[config.mk]
export PLATFORM = sky130hd
export DESIGN_NAME = servo_frame_scheduler
export DESIGN_NICKNAME = d
export VERILOG_FILES = /design/src/rtl/servo_frame_scheduler_pkg.sv /design/src/rtl/servo_frame_scheduler_us_tick_gen.sv /design/src/rtl/servo_frame_scheduler.sv
export SDC_FILE = /design/constraint.sdc
export NUM_CORES = 1
export LEC_CHECK = 0
export BUFFER_PORTS_ARGS = -buffer_cell sky130_fd_sc_hd__clkbuf_2
export CAP_MARGIN = 25
export CELL_PAD_IN_SITES_DETAIL_PLACEMENT = 1
export CELL_PAD_IN_SITES_GLOBAL_PLACEMENT = 1
export CORE_ASPECT_RATIO = 0.5
export CORE_UTILIZATION = 35
export CTS_CLUSTER_SIZE = 14
export DETAILED_ROUTE_END_ITERATION = 12
export GPL_TIMING_DRIVEN = 0
export HOLD_SLACK_MARGIN = 0.03
export PLACE_DENSITY_LB_ADDON = 0.1
export SETUP_SLACK_MARGIN = 0.4
export SLEW_MARGIN = 5
export SYNTH_ARGS = -nofsm -noshare
export SYNTH_HDL_FRONTEND = slang
export SYNTH_SLANG_ARGS = --single-unit
[constraint.sdc]
create_clock -name CLK -period 16 [get_ports CLK]
set_input_delay 4.8 -clock CLK [delete_from_list [all_inputs] [get_ports CLK]]
set_output_delay 4.8 -clock CLK [all_outputs]
set_load 0.05 [all_outputs]
[src/rtl/servo_frame_scheduler_pkg.sv]
// -----------------------------------------------------------------------------
// servo_frame_scheduler_pkg
//   Shared definitions for the servo frame scheduler: FSM state encoding,
//   counter widths, default timing constants and the pulse-length clamp.
// -----------------------------------------------------------------------------
package servo_frame_scheduler_pkg;

    localparam int MAX_CHANNELS = 8;    // upd_chan / active_chan are 3 bits
    localparam int LEN_W        = 16;   // per-pulse µs counter and lengths
    localparam int FRAME_CNT_W  = 15;   // frame µs counter

    localparam int DEF_FRAME_US   = 20000;
    localparam int DEF_MIN_US     = 1000;
    localparam int DEF_MAX_US     = 2000;
    localparam int DEF_DEFAULT_US = 1500;

    typedef enum logic [1:0] {
        ST_LATCH = 2'd0,
        ST_PULSE = 2'd1,
        ST_GAP   = 2'd2
    } state_e;

    typedef logic [LEN_W-1:0] len_t;

    function automatic len_t clamp_len(input len_t value, input len_t lo, input len_t hi);
        if (value < lo) return lo;
        if (value > hi) return hi;
        return value;
    endfunction

endpackage

[src/rtl/servo_frame_scheduler_us_tick_gen.sv]
// -----------------------------------------------------------------------------
// us_tick_gen
//   Microsecond tick prescaler counting 0..CLK_MHZ-1.
//   Ports:
//     CLK     in   system clock
//     RST_N   in   synchronous reset, active low
//     restart in   treat the counter as 0 in this cycle (re-phase the µs grid)
//     tick    out  high in the last cycle of each µs
// -----------------------------------------------------------------------------
module us_tick_gen #(
    parameter int CLK_MHZ = 100
) (
    input  logic CLK,
    input  logic RST_N,
    input  logic restart,
    output logic tick
);

    localparam int CNT_W = (CLK_MHZ > 1) ? $clog2(CLK_MHZ) : 1;
    localparam logic [CNT_W-1:0] LAST = CNT_W'(CLK_MHZ - 1);

    if (CLK_MHZ < 1) begin : g_bad_clk
        $error("us_tick_gen: CLK_MHZ must be at least 1");
    end

    logic [CNT_W-1:0] cnt_q, cnt_d, cnt_eff;

    // Restart acts in the same cycle, so the cycle carrying restart is µs
    // cycle 0 and the next tick lands exactly CLK_MHZ cycles after it.
    always_comb begin
        // NOTE: every always_comb output gets a default first, so no path can infer a latch.
        cnt_eff = restart ? '0 : cnt_q;
        tick    = (cnt_eff == LAST);
        cnt_d   = tick ? '0 : cnt_eff + CNT_W'(1);
    end

    always_ff @(posedge CLK) begin
        // NOTE: state registers use non-blocking assignments so every flop samples pre-edge values.
        if (!RST_N) cnt_q <= '0;
        else        cnt_q <= cnt_d;
    end

endmodule

[src/rtl/servo_frame_scheduler.sv]
// -----------------------------------------------------------------------------
// servo_frame_scheduler
//   Time-multiplexes one FRAME_US servo frame across CHANNELS outputs,
//   RC-PPM style: channel pulses run back-to-back from the frame boundary,
//   then all outputs idle low until the frame ends. Position updates land in
//   shadow registers and are copied to the active set only at frame start.
//   Ports:
//     CLK, RST_N    clock; synchronous active-low reset
//     upd_valid/ready, upd_chan, upd_len   position update handshake (µs)
//     CONTROL_PINS  servo outputs, bit i drives servo i
//     frame_start   one-cycle strobe at every frame boundary
//     active_chan   channel currently pulsing (0 while idle)
// -----------------------------------------------------------------------------
module servo_frame_scheduler
    import servo_frame_scheduler_pkg::*;
#(
    parameter int CHANNELS   = 4,
    parameter int CLK_MHZ    = 100,
    parameter int FRAME_US   = DEF_FRAME_US,
    parameter int MIN_US     = DEF_MIN_US,
    parameter int MAX_US     = DEF_MAX_US,
    parameter int DEFAULT_US = DEF_DEFAULT_US
) (
    input  logic                CLK,
    input  logic                RST_N,
    input  logic                upd_valid,
    output logic                upd_ready,
    input  logic [2:0]          upd_chan,
    input  logic [15:0]         upd_len,
    output logic [CHANNELS-1:0] CONTROL_PINS,
    output logic                frame_start,
    output logic [2:0]          active_chan
);

    if (CHANNELS < 1 || CHANNELS > MAX_CHANNELS) begin : g_bad_channels
        $error("servo_frame_scheduler: CHANNELS must be 1..8");
    end
    if (MIN_US < 1 || MIN_US > MAX_US || MAX_US >= (1 << LEN_W)) begin : g_bad_limits
        $error("servo_frame_scheduler: need 1 <= MIN_US <= MAX_US < 65536");
    end
    if (DEFAULT_US < MIN_US || DEFAULT_US > MAX_US) begin : g_bad_default
        $error("servo_frame_scheduler: DEFAULT_US outside [MIN_US, MAX_US]");
    end
    if (CHANNELS * MAX_US >= FRAME_US || FRAME_US >= (1 << FRAME_CNT_W)) begin : g_bad_frame
        $error("servo_frame_scheduler: pulses do not fit the frame or FRAME_US too large");
    end

    localparam len_t                   MIN_LEN   = len_t'(MIN_US);
    localparam len_t                   MAX_LEN   = len_t'(MAX_US);
    localparam len_t                   DEF_LEN   = len_t'(DEFAULT_US);
    localparam logic [FRAME_CNT_W-1:0] FRAME_END = FRAME_CNT_W'(FRAME_US);
    localparam logic [2:0]             LAST_CH   = 3'(CHANNELS - 1);
    localparam logic [3:0]             NUM_CH    = 4'(CHANNELS);

    state_e                 state_q, state_d;
    logic [2:0]             chan_q, chan_d, chan_eff;
    len_t                   pulse_cnt_q, pulse_cnt_d, pulse_cnt_eff;
    logic [FRAME_CNT_W-1:0] frame_cnt_q, frame_cnt_d, frame_cnt_eff;
    len_t                   cur_len;
    len_t                   shadow_q [MAX_CHANNELS];
    len_t                   active_q [MAX_CHANNELS];
    logic                   tick;
    logic                   pulsing;
    logic                   upd_fire;

    // The µs grid is re-phased at every LATCH, so all pulse edges sit on
    // whole-µs offsets from frame_start.
    us_tick_gen #(
        .CLK_MHZ (CLK_MHZ)
    ) u_tick (
        .CLK     (CLK),
        .RST_N   (RST_N),
        .restart (state_q == ST_LATCH),
        .tick    (tick)
    );

    // LATCH is also µs cycle 0 of channel 0: the counters read as zero and
    // the length in force is the shadow value being copied this cycle.
    // That keeps every pulse at exactly len*CLK_MHZ cycles and the frame at
    // exactly FRAME_US*CLK_MHZ cycles.
    always_comb begin
        state_d       = state_q;
        chan_d        = chan_q;
        pulse_cnt_d   = pulse_cnt_q;
        frame_cnt_d   = frame_cnt_q;
        chan_eff      = chan_q;
        pulse_cnt_eff = pulse_cnt_q;
        frame_cnt_eff = frame_cnt_q;
        cur_len       = active_q[chan_q];

        if (state_q == ST_LATCH) begin
            chan_eff      = '0;
            pulse_cnt_eff = '0;
            frame_cnt_eff = '0;
            cur_len       = shadow_q[0];
        end

        unique case (state_q)
            ST_LATCH, ST_PULSE: begin
                state_d     = ST_PULSE;
                chan_d      = chan_eff;
                pulse_cnt_d = pulse_cnt_eff;
                frame_cnt_d = frame_cnt_eff;
                if (tick) begin
                    frame_cnt_d = frame_cnt_eff + FRAME_CNT_W'(1);
                    if (pulse_cnt_eff + len_t'(1) == cur_len) begin
                        // Next channel rises on the same edge this one falls.
                        pulse_cnt_d = '0;
                        if (chan_eff == LAST_CH) state_d = ST_GAP;
                        else                     chan_d  = chan_eff + 3'd1;
                    end else begin
                        pulse_cnt_d = pulse_cnt_eff + len_t'(1);
                    end
                end
            end
            ST_GAP: begin
                if (tick) begin
                    frame_cnt_d = frame_cnt_q + FRAME_CNT_W'(1);
                    if (frame_cnt_q + FRAME_CNT_W'(1) == FRAME_END) state_d = ST_LATCH;
                end
            end
            default: state_d = ST_LATCH;
        endcase
    end

    always_ff @(posedge CLK) begin
        if (!RST_N) begin
            state_q     <= ST_LATCH;
            chan_q      <= '0;
            pulse_cnt_q <= '0;
            frame_cnt_q <= '0;
        end else begin
            state_q     <= state_d;
            chan_q      <= chan_d;
            pulse_cnt_q <= pulse_cnt_d;
            frame_cnt_q <= frame_cnt_d;
        end
    end

    assign upd_fire = upd_valid && upd_ready;

    // Out-of-range channels complete the handshake but write nothing.
    always_ff @(posedge CLK) begin
        if (!RST_N) begin
            // NOTE: these small register files must come out of reset at DEFAULT_US, so they are reset explicitly.
            for (int i = 0; i < MAX_CHANNELS; i++) begin
                shadow_q[i] <= DEF_LEN;
                active_q[i] <= DEF_LEN;
            end
        end else begin
            if (state_q == ST_LATCH) begin
                for (int i = 0; i < MAX_CHANNELS; i++) active_q[i] <= shadow_q[i];
            end
            if (upd_fire && ({1'b0, upd_chan} < NUM_CH)) begin
                shadow_q[upd_chan] <= clamp_len(upd_len, MIN_LEN, MAX_LEN);
            end
        end
    end

    // Outputs are gated by RST_N so they read idle for the whole reset.
    always_comb begin
        pulsing      = RST_N && (state_q != ST_GAP);
        frame_start  = RST_N && (state_q == ST_LATCH);
        upd_ready    = RST_N && (state_q != ST_LATCH);
        active_chan  = pulsing ? chan_eff : 3'd0;
        CONTROL_PINS = '0;
        for (int i = 0; i < CHANNELS; i++) begin
            CONTROL_PINS[i] = pulsing && (chan_eff == 3'(i));
        end
    end

endmodule

==> reports/metrics.cfg, run 1 <==
[hold_path]
hold_path_depth=1
min_to=active_q[7][4]
hold_start=shadow_q[7][4]
min_path_type=flip-flop to flip-flop

[routing]
drt_iter0_drc=824
wl_per_cell_um=23.4
wl_mm=39.5
drc=0
drt_pass1_iterations=6
ant_nets=0
vias=8942
via_per_inst=5.29

[run_status]
status=complete, no violations

[power]
p_leak_uw=0.00538
ir_worst_vdd_uv=63.8
clock_power_share=0.402
pwr-share-seq=0.551
power.switching_uw=384
power.internal_uw=1260
switching_share=0.233
power_density_mw_per_mm2=107
combPwrFrac=0.047

[place]
hpwl_mm=27.5
gp_congestion=0.834
pre_cts_slack_ns=4.34
placed_area_mm2=0.0145
port-buffer-count=29

[clocking]
htreeDepth=1
clk_pin_slew_ns=0.06
cts_buffer_depth=3
cts-hold-fix-buffers=0
clk_latency_ns=0.59
ctsRootBufferMaster=clkbuf_16
cts_resized=0
post_cts_buffers=0
clock-sinks=302
numCtsBuffers=30
tritoncts=yes

[critical_path]
end_kind=output pin
crit_required_ns=11.20
crit_arrival_ns=6.82
r2r_slack_ns=9.38
crit_type=input port to output pin
worst_setup_path_start_kind=input port
critPathMaxFanout=56
timing.rr.start=state_q[0]
rr_worst_depth=19
r2r_end=chan_q[1]

[floorplanning]
placementRows=50
fp.dieArea_mm2=0.0389
start_util=0.356
die_y_um=140
die_w_um=278
ios=31
core-area_mm2=0.0375

[sta]
maxSlewViolCount=0
slew_headroom=0.320
layout_setup_ws_ns=4.38
finalCritPeriodShare=0.726
hold_viol=0
setup_viol_count_final=0
min_period_ns=11.62
rsz0062_at_grt=no
fin_skew_ns=0.0195
fmax_mhz=86.0
worstMarginPinSlew_ns=1.02

[yosys]
syn_avg_cell_area_um2=13.0
synth_seq_area_share=0.645
ys_types=65
synth_edf_count=256
ys_ff_latch=302
synth_async_sr_flop_share=0
synth_ff_type=edfxtp_1
yosys_warnings=0
netlist_instances=1022
syn_area_mm2=0.0133

[cells_and_area]
fillers=4009
stdcell_area_mm2=0.0154
fin_nets=1199
area_growth_pct=15.5
drive_above_1_share=0.114

[grt]
gr-total-overflow=0
antenna_found_initial=2
grt_pass1_vias=8924
grt_max_degree=57
grt_pass1_wl_mm=59.1
track_usage=0.206

[flow_run]
maxCapViolCount=0

## cell usage in the layout, fill, tap and decap left out, types with 32 or more instances in the layout
master    Yosys  final
a21oi_1      34     34
and3_1       74     74
clkbuf_1     57     63
conb_1        2     84
dfxtp_1      46     46
edfxtp_1    256    256
nand2_1      75     74
nand3_1      32     32
nor2_1       59     59
or3_1        46     46
## flip-flops by register name, indices dropped and copies added, names as in the netlist, named ones only
signal and cells:
pulse_cnt_q 16, chan_q 3, active_q 128, shadow_q 128, state_q 2, u_tick.cnt_q 7, frame_cnt_q 15
## how the worst max path moves through the flow
stage / from / end / slack, ns
CTS: RST_N / upd_ready / 4.34
global placement: RST_N / upd_ready / -0.63
detailed placement: RST_N / upd_ready / 4.34
finish: RST_N / upd_ready / 4.38
floorplan: RST_N / upd_ready / 2.16
global route: RST_N / upd_ready / 4.27
## cell families (layout without fill, tap and decap cells)
| kind of cell | count (synthesis) | count (layout) | share of synthesized area |
|---|---|---|---|
| muxes | 57 | 57 | 0.0714 |
| and+or+nand+nor | 408 | 408 | 0.166 |
| xor gates and xnor gates | 29 | 29 | 0.0201 |
| buffers and inverters | 90 | 179 | 0.0271 |
| adders and majority gates | 8 | 8 | 0.00751 |
| DFF | 302 | 302 | 0.645 |
| other | 2 | 87 | 0.000563 |
| AOI/OAI and AO/OA | 126 | 126 | 0.0622 |
## synthesized netlist by cell type (all sizes together), types with 3 or more instances
cell type    n  area share
a211oi       5      0.0028
a21o         3      0.0017
a21oi       34       0.013
a31o         3      0.0020
a31oi        7      0.0033
a32oi        5      0.0033
and2        30       0.014
and3        74       0.035
buf         13      0.0054
clkbuf      57       0.016
dfxtp       46       0.069
edfxtp     256        0.58
ha           8      0.0075
inv         19      0.0053
mux2         5      0.0042
mux2i       22       0.017
mux4        30       0.051
nand2       76       0.022
nand2b      21      0.0099
nand3       32       0.012
nand4        8      0.0038
nor2        59       0.017
nor2b        4      0.0019
nor3        21      0.0083
nor3b        5      0.0028
nor4         7      0.0044
o211ai      15      0.0084
o21ai       22      0.0083
o221ai       6      0.0039
o22ai        4      0.0019
o31ai        7      0.0039
or2         11      0.0052
or3         46       0.022
or4          6      0.0034
xnor2       17       0.011
xor2        11      0.0072
## per-layer routing
layer | part of all wire | global-route usage
met4 | 0.021 | 0.0448
met3 | 0.061 | 0.0359
met5 | 0 | 0
met2 | 0.42 | 0.301
met1 | 0.50 | 0.317
## power groups by stage
stage / clock network, µW / logic, µW / registers, µW
finish: 662 / 77.2 / 906
global route: 710 / 84.5 / 909
CTS: 679 / 78.0 / 906
detailed placement: 0 / 77.9 / 923
global placement: 0 / 74.1 / 925
floorplan: 0 / 43.4 / 916
## final cells by class
| class | instances | area (µm²) | area share |
|---|---|---|---|
| Antenna cell | 3 | 7.51 | 0.000487 |
| Buffer | 70 | 288 | 0.0187 |
| Clock buffer | 37 | 777 | 0.0505 |
| Clock inverter | 19 | 113 | 0.00731 |
| Inverter | 20 | 75.1 | 0.00487 |
| Multi-Input combinational cell | 712 | 4690 | 0.304 |
| Sequential cell | 302 | 8610 | 0.559 |
| Tap cell | 494 | 618 | 0.0401 |
| Timing Repair Buffer | 33 | 225 | 0.0146 |
## through the flow
stage	instances	util	setup TNS (ns)	total power [µW]	hold slack [ns]
after floorplan	1104	-	0	960	0.454
after global placement	1627	0.384	-0.632	999	0.466
after detailed placement	1631	0.387	0	1000	0.488
after CTS	1687	0.411	0	1660	0.504
after global routing	1687	0.411	0	1700	0.517
final	1690	0.411	0	1640	0.499
## critical path, stage by stage
cell and delay [ns]:
clkbuf_1 0.47, nand2_4 0.39, buf_16 0.32, inv_1 0.41, clkbuf_2 0.37
Power figures use the tool's default switching activity.
==> run 2, diff against run 1 <==
- clock period: 16 -> 11.03 ns (I/O delays scaled with it)
==> reports/metrics.cfg, run 2 (same netlist as run 1, synthesis figures left out) <==
[run_status]
status=complete, no violations

[critical_path]
r2r_end=chan_q[1]
crit_type=input port to output pin
r2r_slack_ns=4.09
rr_worst_depth=19
critPathMaxFanout=86
crit_required_ns=7.72
end_kind=output pin
worst_setup_path_start_kind=input port
crit_arrival_ns=5.59
timing.rr.start=state_q[0]

[routing]
drt_iter0_drc=765
ant_nets=0
drc=0
vias=8911
wl_per_cell_um=23.7
drt_pass1_iterations=5
via_per_inst=5.29
wl_mm=39.9

[grt]
track_usage=0.208
grt_pass1_wl_mm=59.7
grt_max_degree=87
antenna_found_initial=0
grt_pass1_vias=9096
gr-total-overflow=0

[cells_and_area]
final_cells=1683
fillers=3973
multi_input_area_mm2=0.00469
layout_commonest_cell=edfxtp_1
fin_nets=1198
stdcell_area_mm2=0.0154
drive_above_1_share=0.114
antenna_cells=0
final_cell_mix=256 x edfxtp_1, 84 x conb_1, 74 x nand2_1, 74 x and3_1, 60 x clkbuf_1
top_regs=active_q: 128 flops, shadow_q: 128 flops, pulse_cnt_q: 16 flops
area_growth_pct=15.5
seq_area_mm2=0.00861

[clocking]
clock-sinks=302
tritoncts=yes
htreeDepth=1
numCtsBuffers=29
cts-hold-fix-buffers=0
clk_pin_slew_ns=0.06
clk_latency_ns=0.58
post_cts_buffers=0
cts_buffer_depth=3
cts_resized=0
ctsRootBufferMaster=clkbuf_16

[place]
hpwl_mm=27.8
port-buffer-count=29
gp_congestion=0.870
place_inst=1631
placed_area_mm2=0.0145

[power]
power_density_mw_per_mm2=158
ir_worst_vdd_uv=95.4
pwr-share-seq=0.541
power.internal_uw=1880
switching_share=0.227
p_leak_uw=0.00538
clock_power_share=0.412
combPwrFrac=0.046
total_power_uw=2430
power.switching_uw=551

[sta]
rsz0062_at_grt=no
fmax_mhz=112
worstMarginPinSlew_ns=1.03
finalCritPeriodShare=0.807
hold_viol=0
maxSlewViolCount=0
fin_skew_ns=0.0104
min_period_ns=8.90
setup_viol_count_final=0
slew_headroom=0.315

[floorplanning]
core-area_mm2=0.0375
placementRows=50
fp.dieArea_mm2=0.0389
die_w_um=278
die_y_um=140
start_util=0.356
ios=31

[hold_path]
min_to=active_q[6][2]
min_path_type=flip-flop to flip-flop
hold_start=shadow_q[6][2]
hold_path_depth=1

[flow_run]
maxCapViolCount=0

==> run 2: metrics by stage <==
stage	setup TNS, ns	setup WS, ns	utilization	hold slack [ns]
after global routing	0	2.06	0.411	0.525
after detailed placement	0	2.16	0.387	0.488
after global placement	-0.0546	-0.0546	0.385	0.469
after floorplan	0	1.77	-	0.454
after CTS	0	2.16	0.411	0.506
final	0	2.13	0.411	0.499
==> run 2: metal layers <==
layer	track usage	wire (µm)	up-vias
li1	-	-	4065
met1	0.322	20100	4580
met2	0.303	16800	210
met3	0.0295	1990	56
met4	0.0558	1040	0
met5	0	0	-
==> run 2: power by group through the flow <==
stage	Sequential, µW	Clock [µW]	Combinational [µW]
3_3_place_gp	1340	0	108
5_1_grt	1320	1060	123
3_5_place_dp	1340	0	112
2_1_floorplan	1330	0	63.0
4_1_cts	1320	1020	113
6_report	1310	1000	112
==> run 2: final cells by class <==
cell class | instances | area share
Inverter | 20 | 0.00487
Clock buffer | 33 | 0.0481
Clock inverter | 19 | 0.0112
Sequential cell | 302 | 0.559
Multi-Input combinational cell | 712 | 0.305
Timing Repair Buffer | 33 | 0.0136
Buffer | 70 | 0.0187
Tap cell | 494 | 0.0401
==> run 2: worst max-delay path, cell delays in order <==
cell and delay (ns):
clkbuf_1 0.54, nand2_8 0.46, buf_16 0.39, inv_1 0.45, clkbuf_2 0.37
==> run 2: worst max-delay path by stage <==
stage | startpoint | to | depth (start not counted)
2_1_floorplan | RST_N | upd_ready | 3
3_3_place_gp | RST_N | upd_ready | 4
3_5_place_dp | RST_N | upd_ready | 5
4_1_cts | RST_N | upd_ready | 5
5_1_grt | RST_N | upd_ready | 5
6_report | RST_N | upd_ready | 5
